### src/rtl/timekeeper_core_if.sv
// Time-setting load channel: the setter presents hours/minutes with load_req,
// and the timekeeper answers with a one-cycle load_done.
interface timekeeper_core_if;
   // load_req rising edge = transfer; data must be valid in that cycle; load_done pulses the cycle after
   logic       load_req;
   logic [4:0] i_hours;
   logic [5:0] i_minutes;
   logic       load_done;

   modport master (output load_req, output i_hours, output i_minutes, input load_done);
   modport slave  (input load_req, input i_hours, input i_minutes, output load_done);
endinterface

### src/rtl/timekeeper_core.sv
// 24 h HH:MM:SS time-of-day counter with a 1 Hz prescaler and a load channel.
// Optional 12 h display outputs are enabled with the HOUR12_EN macro.
module timekeeper_core #(
   parameter int TICKS_PER_SEC = 32768
) (
   input  logic       clk,
   input  logic       rst,
   input  logic       hold,
   timekeeper_core_if.slave ts,
   output logic [4:0] o_hours,
   output logic [5:0] o_minutes,
   output logic [5:0] o_seconds,
   output logic       sec_tick
`ifdef HOUR12_EN
   ,
   output logic [3:0] o_hours12,
   output logic       o_pm
`endif
);

   localparam int PW = $clog2(TICKS_PER_SEC);
   localparam logic [PW-1:0] PRE_MAX = PW'(TICKS_PER_SEC - 1);

   logic [PW-1:0] prescaler;
   logic          load_req_q;
   logic          load_edge;
   logic [4:0]    load_hours;
   logic [5:0]    load_minutes;

   assign load_edge    = ts.load_req & ~load_req_q;
   assign load_hours   = (ts.i_hours >= 5'd24) ? ts.i_hours - 5'd24 : ts.i_hours;
   assign load_minutes = (ts.i_minutes >= 6'd60) ? ts.i_minutes - 6'd60 : ts.i_minutes;

   // A load in the same cycle swallows the tick; rst gating keeps it low during reset.
   assign sec_tick = rst & (prescaler == PRE_MAX) & ~hold & ~load_edge;

   always_ff @(posedge clk or negedge rst) begin
      if (!rst) begin
         prescaler    <= '0;
         o_hours      <= '0;
         o_minutes    <= '0;
         o_seconds    <= '0;
         load_req_q   <= 1'b0;
         ts.load_done <= 1'b0;
      end else begin
         load_req_q   <= ts.load_req;
         ts.load_done <= load_edge;
         if (load_edge) begin
            o_hours   <= load_hours;
            o_minutes <= load_minutes;
            o_seconds <= '0;
            prescaler <= '0;
         end else if (!hold) begin
            prescaler <= (prescaler == PRE_MAX) ? '0 : prescaler + 1'b1;
            if (sec_tick) begin
               if (o_seconds == 6'd59) begin
                  o_seconds <= '0;
                  if (o_minutes == 6'd59) begin
                     o_minutes <= '0;
                     o_hours   <= (o_hours == 5'd23) ? 5'd0 : o_hours + 5'd1;
                  end else begin
                     o_minutes <= o_minutes + 6'd1;
                  end
               end else begin
                  o_seconds <= o_seconds + 6'd1;
               end
            end
         end
      end
   end

`ifdef HOUR12_EN
   logic [4:0] hours_minus12;
   assign hours_minus12 = o_hours - 5'd12;

   always_comb begin
      o_hours12 = 4'd12;
      o_pm      = 1'b0;
      if (o_hours == 5'd0) begin
         o_hours12 = 4'd12;
         o_pm      = 1'b0;
      end else if (o_hours < 5'd12) begin
         o_hours12 = o_hours[3:0];
         o_pm      = 1'b0;
      end else if (o_hours == 5'd12) begin
         o_hours12 = 4'd12;
         o_pm      = 1'b1;
      end else begin
         o_hours12 = hours_minus12[3:0];
         o_pm      = 1'b1;
      end
   end
`endif

endmodule

### src/flat_wrapper.sv
// flat-port wrapper written by rule: the top's interface ports become plain ports
module timekeeper_core_flat 
#(
   parameter int TICKS_PER_SEC = 32768
)
  (clk, rst, hold, o_hours, o_minutes, o_seconds, sec_tick, ts_load_req, ts_i_hours, ts_i_minutes, ts_load_done);
  timekeeper_core_if ts_i ();
  input  logic clk;
  input  logic rst;
  input  logic hold;
  output logic [4:0] o_hours;
  output logic [5:0] o_minutes;
  output logic [5:0] o_seconds;
  output logic sec_tick;
  input wire logic [$bits(ts_i.load_req)-1:0] ts_load_req;
  input wire logic [$bits(ts_i.i_hours)-1:0] ts_i_hours;
  input wire logic [$bits(ts_i.i_minutes)-1:0] ts_i_minutes;
  output wire logic [$bits(ts_i.load_done)-1:0] ts_load_done;
  assign ts_i.load_req = ts_load_req;
  assign ts_i.i_hours = ts_i_hours;
  assign ts_i.i_minutes = ts_i_minutes;
  assign ts_load_done = ts_i.load_done;
  timekeeper_core #(.TICKS_PER_SEC(TICKS_PER_SEC)) u_core (.clk(clk), .rst(rst), .hold(hold), .ts(ts_i), .o_hours(o_hours), .o_minutes(o_minutes), .o_seconds(o_seconds), .sec_tick(sec_tick));
endmodule
### config.mk
export PLATFORM = sky130hd
export DESIGN_NAME = timekeeper_core_flat
export DESIGN_NICKNAME = d
export VERILOG_FILES = /design/src/rtl/timekeeper_core_if.sv /design/src/rtl/timekeeper_core.sv /design/src/flat_wrapper.sv
export SDC_FILE = /design/constraint.sdc
export NUM_CORES = 1
export LEC_CHECK = 0
export CORE_MARGIN = 2
export CORE_UTILIZATION = 56
export CTS_CLUSTER_SIZE = 10
export DETAILED_ROUTE_END_ITERATION = 10
export PLACE_DENSITY = 0.91
export RECOVER_POWER = 25
export SYNTH_ARGS = -nofsm -noshare
export SYNTH_HDL_FRONTEND = slang
export SYNTH_SLANG_ARGS = --single-unit
### constraint.sdc
create_clock -name clk -period 3.7 [get_ports clk]
set_clock_uncertainty 0.05 [all_clocks]
set_input_delay 0.74 -clock clk [delete_from_list [all_inputs] [get_ports clk]]
set_output_delay 0.74 -clock clk [all_outputs]
set_load 0.02 [all_outputs]
After elaboration in Yosys (flattened, before gate mapping)
Cells that the tools add are included.
- bits in registers: 34
- latch bits: 0
- memory bits (writable): 0
- bits in read-only memories: 0
- logic and storage cells: 52
- memories: 0
- add/sub/neg operators: 6
- multipliers: 0
- divide/modulo/power cells: 0
- order comparisons: 2
- equal/unequal tests: 5
- shifts and indexed selects: 0
- mux-type cells: 20
- bitwise gates (word level): 7
- reductions and logical operators: 6
- operators by type and width (kind ; number):
    $mux 6 ; 10
    $mux 15 ; 3
    $mux 5 ; 7
    $add 15x1->15 const B ; 1
    $eq 15x15->1 const B ; 1
    $add 6x1->6 const B ; 2
    $eq 6x6->1 const B ; 2
    $ge 6x6->1 const B ; 1
    $reduce_bool 2->1 ; 3
    $sub 6x6->6 const B ; 1
    $add 5x1->5 const B ; 1
    $eq 5x5->1 const B ; 1
    $ge 5x5->1 const B ; 1
    $sub 5x5->5 const B ; 1
    $and 1x1->1 ; 4
    $reduce_and 4->1 ; 1
    $not 1->1 ; 3
    $reduce_and 3->1 ; 1
    $ne 2x1->1 const B ; 1
    $reduce_and 2->1 ; 1

Logic depth before layout (Yosys ltp)
Gate-level depths: netlist (run 1).
- depth after elaboration: 7
- mapped depth: 6
- gate-level depth less buffers: 6

Worst setup path after synthesis (run 1)
OpenSTA, ideal clock, no wires.
- path kind: in2out
- start: in ts_load_req
- end: out sec_tick
- arrival: 1.697 ns
- required time: 2.910 ns
- slack: 1.213 ns
- cell stages on the path: 5
- cell sequence: nand2b_1 > clkbuf_1 > clkinv_1 > clkbuf_1 > nor2_1
- longest elaborated chain between the ends: 3
- RTL lines (item ; RTL line ; source):
    start, declared ; flat_wrapper.sv:15 ; input wire logic [$bits(ts_i.load_req)-1:0] ts_load_req;
    $and 1x1->1 ; timekeeper_core.sv:30 ; assign load_edge = ts.load_req & ~load_req_q;
    named net u_core.load_edge ; timekeeper_core.sv:26 ; logic load_edge;
    $not 1->1 ; timekeeper_core.sv:35 ; assign sec_tick = rst & (prescaler == PRE_MAX) & ~hold & ~load_edge;
    $and 1x1->1 ; timekeeper_core.sv:35 ;
    end, declared ; flat_wrapper.sv:14 ; output logic sec_tick;
The timed path passes the listed nets, and every way through them passes these cells.

Final worst setup path (run 1)
- start: in rst
- end: out sec_tick
- longest elaborated chain between the ends: 3
- RTL lines (item ; RTL line ; source):
    start, declared ; flat_wrapper.sv:9 ; input logic rst;
    $and 1x1->1 (3 in a row) ; timekeeper_core.sv:35 ;
Every way passes these cells.

==> impl_metrics.tcl, run 1 <==
set metrics [dict create \
    p_int_w 0.0005541 \
    start_util_pct 58.08 \
    async_flop_share_pct 100.0 \
    tightest_slew_ns 0.7438 \
    h-tree-depth 2 \
    setup_violations 0 \
    rows 21 \
    rsz0062_at_grt "no" \
    synth_warnings 0 \
    ir_worst_vdd_mv 0.1972 \
    path_cells "dlygate4sd3_1 > nor2b_1 > nand3_1 > nor2_1 > clkdlybuf4s50_1" \
    grt_first_pass_wirelength_mm 7.638 \
    synth_edf_count 0 \
    p_clk_share_pct 27.7 \
    min_path_type "register to register" \
    min_period_ns 3.154 \
    post-place-cells 295 \
    crit_arrival_ns 2.36 \
    required_ns 2.91 \
    clockRootBuffer "clkbuf_4" \
    cts_buffers 5 \
    min_path_cells 2 \
    cts_buffer_depth 2 \
    place_congestion 0.8602 \
    cts_tree "yes" \
    setup_tns_ns 0 \
    area_growth_pct 23.69 \
    ys_seq_area_share_pct 43.90 \
    wl_met2_mm 2.141 \
    timing.final.ws_setup_ns 0.5461 \
    synth.avg_cell_area_um2 8.931 \
    synthTopCellsByCount "dfrtp_1 (34), nor2_1 (26), nand2_1 (23)" \
    final_cells 303 \
    fillCellCount 262 \
    drc_errors 0 \
    wl_met3_um 248 \
    ys_top_cells_by_area "dfrtp_1 (44%), nor2_1 (5.0%), nand2_1 (4.5%)" \
    cts_hold_buf 0 \
    p_per_area_nw_per_um2 325.3 \
    reg2reg_from "u_core.o_minutes[0]$_DFFE_PN0P_" \
    numClockSinks 34 \
    grt_max_degree 36 \
    die_width_um 62.83 \
    hold_slack_ns 0.4672 \
    num_antenna_cells 0 \
    vias_per_cell 5.914 \
    cp-endpoint "sec_tick" \
    cap_viol_max_count 0 \
    finalMaxSlewViolations 0 \
    fin_crit_sh_pct 85.24 \
    antenna_found_initial 0 \
    slew_headroom_pct 50.11 \
    wl_per_cell_um 14.46 \
    clkLatencyLatePin_ns 0.35 \
    dpl_worst_slack_ns 0.6067 \
    post-synth-top-count-cell "dfrtp_1" \
    vias 1792 \
    crit_start "rst" \
    grt.total_usage_pct 24.75 \
    sequentialPowerShare_pct 53.6 \
    cts_resized 0 \
    p_leak_nw 1.006 \
    nNetsFinal 276 \
    io_pins 34 \
    outcome "finished clean" \
    dieArea_um2 3948 \
    io_buffers 33 \
    syn_nets 237 \
    max_stage_delay_ns 0.61 \
    min-delay-start "u_core.prescaler[14]$_DFFE_PN0N_" \
    fp.dieH_um 62.83 \
    first_pass_iters 4 \
    max_freq_mhz 317.1 \
    finalHoldViolCount 0 \
    switching_share_pct 28.95 \
    cp-end-kind "output pin" \
    critPathMaxFanout 3 \
    synth_cell_types 36 \
    critPathKind "input pin to output pin" \
    hpwl_mm 3.182 \
    grt_pass1_vias 1681 \
    grt_overflow 0 \
    reg2reg_to "u_core.o_hours[3]$_DFFE_PN0P_" \
    cts_setup_buffers 0 \
    start_kind "input pin" \
    slowest_stage "clkdlybuf4s50_1" \
    path_clk_slew_ns 0.09 \
    wl_met1_mm 1.921 \
    r2r_cells 6 \
    routed.top_layer "met4" \
    drive_above_1_share_pct 8.171 \
    syn_inst 217 \
    core_area_um2 3337 \
    first_iter_violations 120 \
    reg2reg_slack_ns 1.57 \
    ys_ff_latch 34 \
    syn_area_um2 1938 \
    wl_mm 4.380 \
    synth_top_area_share_pct 43.90 \
    power_switching_w 0.0002258 \
    p_comb_share_pct 18.8 \
    ant_nets 0 \
    yosys.area.top_type "dfrtp_1" \
    synthFlopType "dfrtp_1" \
]
power groups by stage:
stage | logic, W | clock network, W | registers (W)
global route | 0.000161 | 0.000248 | 0.000422
floorplan | 0.0000546 | 0 | 0.000440
finish | 0.000146 | 0.000216 | 0.000418
global placement | 0.000142 | 0 | 0.000424
CTS | 0.000148 | 0.000222 | 0.000417
detailed placement | 0.000147 | 0 | 0.000424
layer usage:
layer | up-vias | GRT usage, %
met5 | - | 0
met4 | 0 | 8.611
met3 | 7 | 6.486
met2 | 61 | 41.80
met1 | 851 | 30.70
li1 | 873 | -
critical path, delay by kind of cell:
family / cells / cell delay, ns
buffers and inverters: 2 / 1.17
and+or+nand+nor: 3 / 0.45
per-stage QoR:
step           total power (W)  area (µm²)  utilization [%]
6_report             0.0007799        2397            71.84
3_5_place_dp         0.0005714        2337            70.04
4_1_cts              0.0007876        2397            71.84
3_3_place_gp         0.0005659        2337            70.04
5_1_grt              0.0008304        2397            71.84
2_1_floorplan        0.0004946        1938                -
cell families after synthesis:
family          share of synthesized area [%]
fa+ha+maj                               3.228
flops                                   43.90
buf+inv                                 2.324
xor+xnor                                3.615
compound gates                          14.14
mux                                     2.647
simple gates                            30.15
layout make-up:
cell class                 instances  area, µm²  share of cell area, %
timing repair buffer              37      360.3                  15.03
multi-input combinational        171       1042                  43.48
tap                               46      57.56                  2.401
clock buffer                       7      55.05                  2.296
clock inverter                     1      5.005                 0.2088
inverter                           7      26.28                  1.096
sequential                        34      850.8                  35.49
worst min-delay path by stage:
stage and to:
6_report u_core.prescaler[14]$_DFFE_PN0N_, 5_1_grt u_core.prescaler[3]$_DFFE_PN0N_, 2_1_floorplan u_core.load_req_q$_DFF_PN0_, 4_1_cts u_core.prescaler[3]$_DFFE_PN0N_
3_5_place_dp u_core.prescaler[3]$_DFFE_PN0N_, 3_3_place_gp u_core.prescaler[14]$_DFFE_PN0N_
flip-flops by register name, indices dropped and copies added (netlist names):
| name | flops |
|---|---|
| u_core.o_minutes | 6 |
| u_core.prescaler | 15 |
| u_core.o_seconds | 6 |
| u_core.o_hours | 5 |
| u_core.ts.load_done | 1 |
| u_core.load_req_q | 1 |
layout by cell type (no fill, tap or decap), types with 3 or more instances in the layout:
cell type        Yosys  final
xnor2_1              3      3
nand2_1             23     23
mux2i_1              4      4
inv_1                6      6
nand4_1              9      9
clkdlybuf4s50_1      0     31
nor2_1              26     26
nand3_1             10     10
clkbuf_4             0      5
a21oi_1             11     11
dfrtp_1             34     34
buf_4                0      4
nor2b_1              3      3
nand2b_1             4      4
ha_1                 5      5
xor2_1               5      5
and3_1               8      8
or3_1                7      7
a31oi_1             10     10
o21ai_0             17     17
Note: power is estimated with default switching activity, not from simulation.
==> run 2: changes to the inputs <==
--- a/config.mk
+++ b/config.mk
@@ -6,10 +6,10 @@
 export NUM_CORES = 1
 export LEC_CHECK = 0
 export CORE_MARGIN = 2
-export CORE_UTILIZATION = 56
+export CORE_UTILIZATION = 40
 export CTS_CLUSTER_SIZE = 10
 export DETAILED_ROUTE_END_ITERATION = 10
-export PLACE_DENSITY = 0.91
+export PLACE_DENSITY = 0.7
 export RECOVER_POWER = 25
 export SYNTH_ARGS = -nofsm -noshare
 export SYNTH_HDL_FRONTEND = slang
==> run 2 against run 1 <==
  * Flip-flop and latch count unchanged
  * Hold slack gained 0.0048 ns
  * First-iteration DRC count decreased by 23%
  * Largest power group unchanged
==> impl_metrics.tcl, run 2 (synthesized netlist as in run 1, its figures left out) <==
set metrics [dict create \
    outcome "finished clean" \
    rows 25 \
    fp.dieH_um 73.61 \
    setup_violations 0 \
    critPathMaxFanout 3 \
    h-tree-depth 2 \
    multi_input_area_um2 1042 \
    hpwl_mm 3.069 \
    final_cell_mix "dfrtp_1 (34), clkdlybuf4s50_1 (31), nor2_1 (26), nand2_1 (23), o21ai_0 (17)" \
    final_common_cell "dfrtp_1" \
    start_util_pct 41.31 \
    grt_pass1_vias 1616 \
    first_iter_violations 93 \
    largest_reg_flops 15 \
    ir_worst_vdd_mv 0.1204 \
    grt_max_degree 36 \
    grt.total_usage_pct 17.56 \
    antenna_found_initial 0 \
    grt_overflow 0 \
    use_met2_pct 29.37 \
    reg2reg_to "u_core.prescaler[9]$_DFFE_PN0N_" \
    core_area_um2 4692 \
    area_growth_pct 25.37 \
    numClockSinks 34 \
    path_clk_slew_ns 0.07 \
    reg2reg_from "u_core.load_req_q$_DFF_PN0_" \
    cts_hold_buf 0 \
    required_ns 2.91 \
    grt_first_pass_wirelength_mm 7.300 \
    io_pins 34 \
    p_per_area_nw_per_um2 343.9 \
    cts_buffer_depth 2 \
    nNetsFinal 276 \
    drive_above_1_share_pct 7.843 \
    whs_endpoint "u_core.prescaler[3]$_DFFE_PN0N_" \
    wl_mm 4.384 \
    total_power_w 0.0008357 \
    max_freq_mhz 315.9 \
    critPathKind "input pin to output pin" \
    p_leak_nw 1.014 \
    min_path_cells 1 \
    setup_tns_ns 0 \
    drc_errors 0 \
    cap_viol_max_count 0 \
    largest_register "u_core.prescaler" \
    cts_resized 0 \
    grt.busiest_layer "met2" \
    clkLatencyLatePin_ns 0.28 \
    ant_nets 0 \
    cts_setup_buffers 0 \
    first_pass_iters 5 \
    wl_per_cell_um 14.19 \
    finalHoldViolCount 0 \
    num_antenna_cells 0 \
    finalMaxSlewViolations 0 \
    min-delay-start "u_core.prescaler[3]$_DFFE_PN0N_" \
    place_congestion 0.8424 \
    grt.met1_usage_pct 21.92 \
    slew_headroom_pct 46.56 \
    ff_latch_area_um2 850.8 \
    r2r_cells 6 \
    vias_per_cell 5.644 \
    fin_crit_sh_pct 85.56 \
    fillCellCount 430 \
    die_width_um 73.61 \
    min_path_type "register to register" \
    cp-end-kind "output pin" \
    reg2reg_slack_ns 1.64 \
    reg_top3 "u_core.prescaler (15), u_core.o_minutes (6), u_core.o_seconds (6)" \
    dieArea_um2 5418 \
    use_met3_pct 4.801 \
    tightest_slew_ns 0.7968 \
    start_kind "input pin" \
    rsz0062_at_grt "no" \
    vias 1744 \
    crit_arrival_ns 2.38 \
    min_period_ns 3.166 \
    cts_buffers 5 \
    clockRootBuffer "clkbuf_8" \
    io_buffers 33 \
    cts_tree "yes" \
]
[run 2: worst max-delay path, stage by stage]
cell and delay (ns):
dlygate4sd3_1 0.57, nor2b_1 0.22, nand3_1 0.10, nor2_1 0.14, clkdlybuf4s50_1 0.61
[run 2: cell type report]
class / instances / area share [%]
multi-input combinational: 171 / 42.89
sequential: 34 / 35.02
tap: 54 / 2.781
clock buffer: 6 / 3.399
inverter: 7 / 1.081
timing repair buffer: 37 / 14.83
[run 2: report_power, final]
part           leakage (nW)  switching (W)  internal [W]  total (W)
logic                 0.527      0.0000749     0.0000689   0.000144
clock network        0.0431       0.000130      0.000144   0.000273
registers             0.443      0.0000252      0.000393   0.000419
total                  1.01       0.000230      0.000606   0.000836
[run 2: worst max-delay path by stage]
stage | start | end | slack, ns | depth (start not counted)
2_1_floorplan | ts_load_req | sec_tick | 1.21 | 5
3_3_place_gp | rst | sec_tick | 0.62 | 5
3_5_place_dp | rst | sec_tick | 0.61 | 5
4_1_cts | rst | sec_tick | 0.60 | 5
5_1_grt | rst | sec_tick | 0.46 | 5
6_report | rst | sec_tick | 0.53 | 5
[run 2: metrics by stage]
stage	setup WS (ns)	cell area [µm²]	std cells	hold slack (ns)	util [%]
after detailed placement	0.6076	2347	303	0.4504	50.03
after global routing	0.4596	2430	309	0.5232	51.79
after global placement	0.6206	2347	303	0.4389	50.03
final	0.5345	2430	309	0.4721	51.79
after CTS	0.6027	2430	309	0.4686	51.79
after floorplan	1.213	1938	217	0.3944	-
[run 2: routing by layer]
layer / part of all wire (%) / vias up
met5: 0 / -
met4: 0.89 / 0
met3: 4.0 / 4
met2: 48 / 45
met1: 47 / 834
li1: - / 861
==> run 3: changes to the inputs <==
--- a/config.mk
+++ b/config.mk
@@ -9,7 +9,7 @@
 export CORE_UTILIZATION = 40
 export CTS_CLUSTER_SIZE = 10
 export DETAILED_ROUTE_END_ITERATION = 10
-export PLACE_DENSITY = 0.7
+export PLACE_DENSITY_LB_ADDON = 0.1
 export RECOVER_POWER = 25
 export SYNTH_ARGS = -nofsm -noshare
 export SYNTH_HDL_FRONTEND = slang
==> run 3 against run 2 <==
  * Maximum frequency rose by 0.63%
  * Register-to-register slack got worse by 0.02 ns
  * First-iteration DRC count fell by 48%
  * Count of clock-buffer cells in the layout did not move
  * Via count fell by 1.5%
  * Routed wire length rose by 2.9%
  * Global-route usage rose by 1.1 points
==> impl_metrics.tcl, run 3 (synthesized netlist as in run 1, its figures left out) <==
set metrics [dict create \
    largest_reg_flops 15 \
    cts_setup_buffers 0 \
    p_leak_nw 1.047 \
    r2r_cells 6 \
    reg2reg_slack_ns 1.62 \
    grt_max_degree 36 \
    tightest_slew_ns 0.7196 \
    slew_headroom_pct 51.71 \
    critPathKind "input pin to output pin" \
    dpl_worst_slack_ns 0.6272 \
    final_cells 312 \
    grt_first_pass_wirelength_mm 7.638 \
    die_width_um 73.61 \
    setup_violations 0 \
    reg_top3 "u_core.prescaler (15), u_core.o_minutes (6), u_core.o_seconds (6)" \
    first_iter_violations 48 \
    vias_per_cell 5.503 \
    min-delay-start "u_core.prescaler[14]$_DFFE_PN0N_" \
    dieArea_um2 5418 \
    required_ns 2.91 \
    grt_pass1_vias 1565 \
    first_pass_iters 4 \
    cts_buffer_depth 2 \
    path_clk_slew_ns 0.07 \
    area_growth_pct 28.86 \
    cap_viol_max_count 0 \
    path_cells "dlygate4sd3_1 > nor2b_1 > nand3_1 > nor2_1 > clkdlybuf4s50_1" \
    min_period_ns 3.146 \
    total_power_w 0.0009882 \
    fp.dieH_um 73.61 \
    rows 25 \
    cts_hold_buf 0 \
    final_common_cell "dfrtp_1" \
    cts_resized 0 \
    ir_worst_vdd_mv 0.2083 \
    grt.total_usage_pct 18.61 \
    outcome "finished clean" \
    min_path_cells 2 \
    start_kind "input pin" \
    critPathMaxFanout 3 \
    num_antenna_cells 0 \
    io_pins 34 \
    final_cell_mix "dfrtp_1 (34), clkdlybuf4s50_1 (31), nor2_1 (26), nand2_1 (23), o21ai_0 (17)" \
    cts_tree "yes" \
    ant_nets 0 \
    wl_mm 4.513 \
    core_area_um2 4692 \
    numClockSinks 34 \
    largest_register "u_core.prescaler" \
    h-tree-depth 2 \
    timing.final.ws_setup_ns 0.5543 \
    reg2reg_from "u_core.o_minutes[0]$_DFFE_PN0P_" \
    place_congestion 0.7872 \
    max_stage_delay_ns 0.60 \
    finalMaxSlewViolations 0 \
    crit_arrival_ns 2.36 \
    antenna_found_initial 0 \
    p_per_area_nw_per_um2 395.7 \
    post-place-cells 304 \
    fin_crit_sh_pct 85.02 \
    drive_above_1_share_pct 8.915 \
    nNetsFinal 277 \
    reg2reg_to "u_core.o_hours[3]$_DFFE_PN0P_" \
    min_path_type "register to register" \
    wl_per_cell_um 14.46 \
    finalHoldViolCount 0 \
    whs_endpoint "u_core.prescaler[14]$_DFFE_PN0N_" \
    clkLatencyLatePin_ns 0.29 \
    rsz0062_at_grt "no" \
    io_buffers 33 \
    grt_overflow 0 \
    crit_start "rst" \
    clockRootBuffer "clkbuf_8" \
    cts_buffers 5 \
    setup_tns_ns 0 \
    vias 1717 \
    slowest_stage "clkdlybuf4s50_1" \
    hpwl_mm 3.200 \
    drc_errors 0 \
    max_freq_mhz 317.9 \
    path_delay_family "buffers and inverters" \
    cp-end-kind "output pin" \
    crit_buf_inv 2 \
    start_util_pct 41.31 \
]
run 3: cell types whose count changed in the layout (fill, tap and decap cells not counted):
cell,delta
buf_4,+1
bufinv_16,+2
run 3: how the worst max path moves through the flow:
stage	cells after the start	end
floorplan	5	sec_tick
global placement	5	sec_tick
detailed placement	7	u_core.o_hours[2]$_DFFE_PN0P_
CTS	5	sec_tick
global route	5	sec_tick
finish	5	sec_tick
run 3: area by class of cell:
| type | instances | area (µm²) |
|---|---|---|
| clock buffer | 6 | 82.58 |
| clock inverter | 2 | 60.06 |
| fill | 432 | 2195 |
| inverter | 7 | 26.28 |
| multi-input combinational | 171 | 1042 |
| sequential | 34 | 850.8 |
| tap | 54 | 67.56 |
| timing repair buffer | 38 | 367.9 |
run 3: metrics by stage:
| step | instance area [µm²] | hold WS (ns) | utilization (%) |
|---|---|---|---|
| floorplan | 1938 | 0.3944 | - |
| global placement | 2355 | 0.4350 | 50.19 |
| detailed placement | 2355 | 0.4451 | 50.19 |
| CTS | 2497 | 0.4590 | 53.23 |
| global route | 2497 | 0.4734 | 53.23 |
| finish | 2497 | 0.4565 | 53.23 |
run 3: report_power, final:
part           switching [W]  total, W  internal [W]
sequential         0.0000259  0.000419      0.000393
clock               0.000138  0.000425      0.000287
combinational      0.0000748  0.000144     0.0000687
total               0.000239  0.000988      0.000749
run 3: worst reg2reg max path, stage by stage (launching register included):
cell	delay, ns
dfrtp_1	0.41
ha_1	0.21
nand4_1	0.09
nor2_1	0.42
nand4_1	0.17
or4_1	0.48
a31oi_1	0.17
run 3: routing by layer:
layer	vias to the layer above	part of all wire, %	global-route usage, %	routed length, µm
met1	818	46	24.05	2066
met5	-	0	0	0
li1	867	-	-	-
met3	6	3.1	5.075	141
met4	0	1.5	6.061	66
met2	26	50	30.16	2239
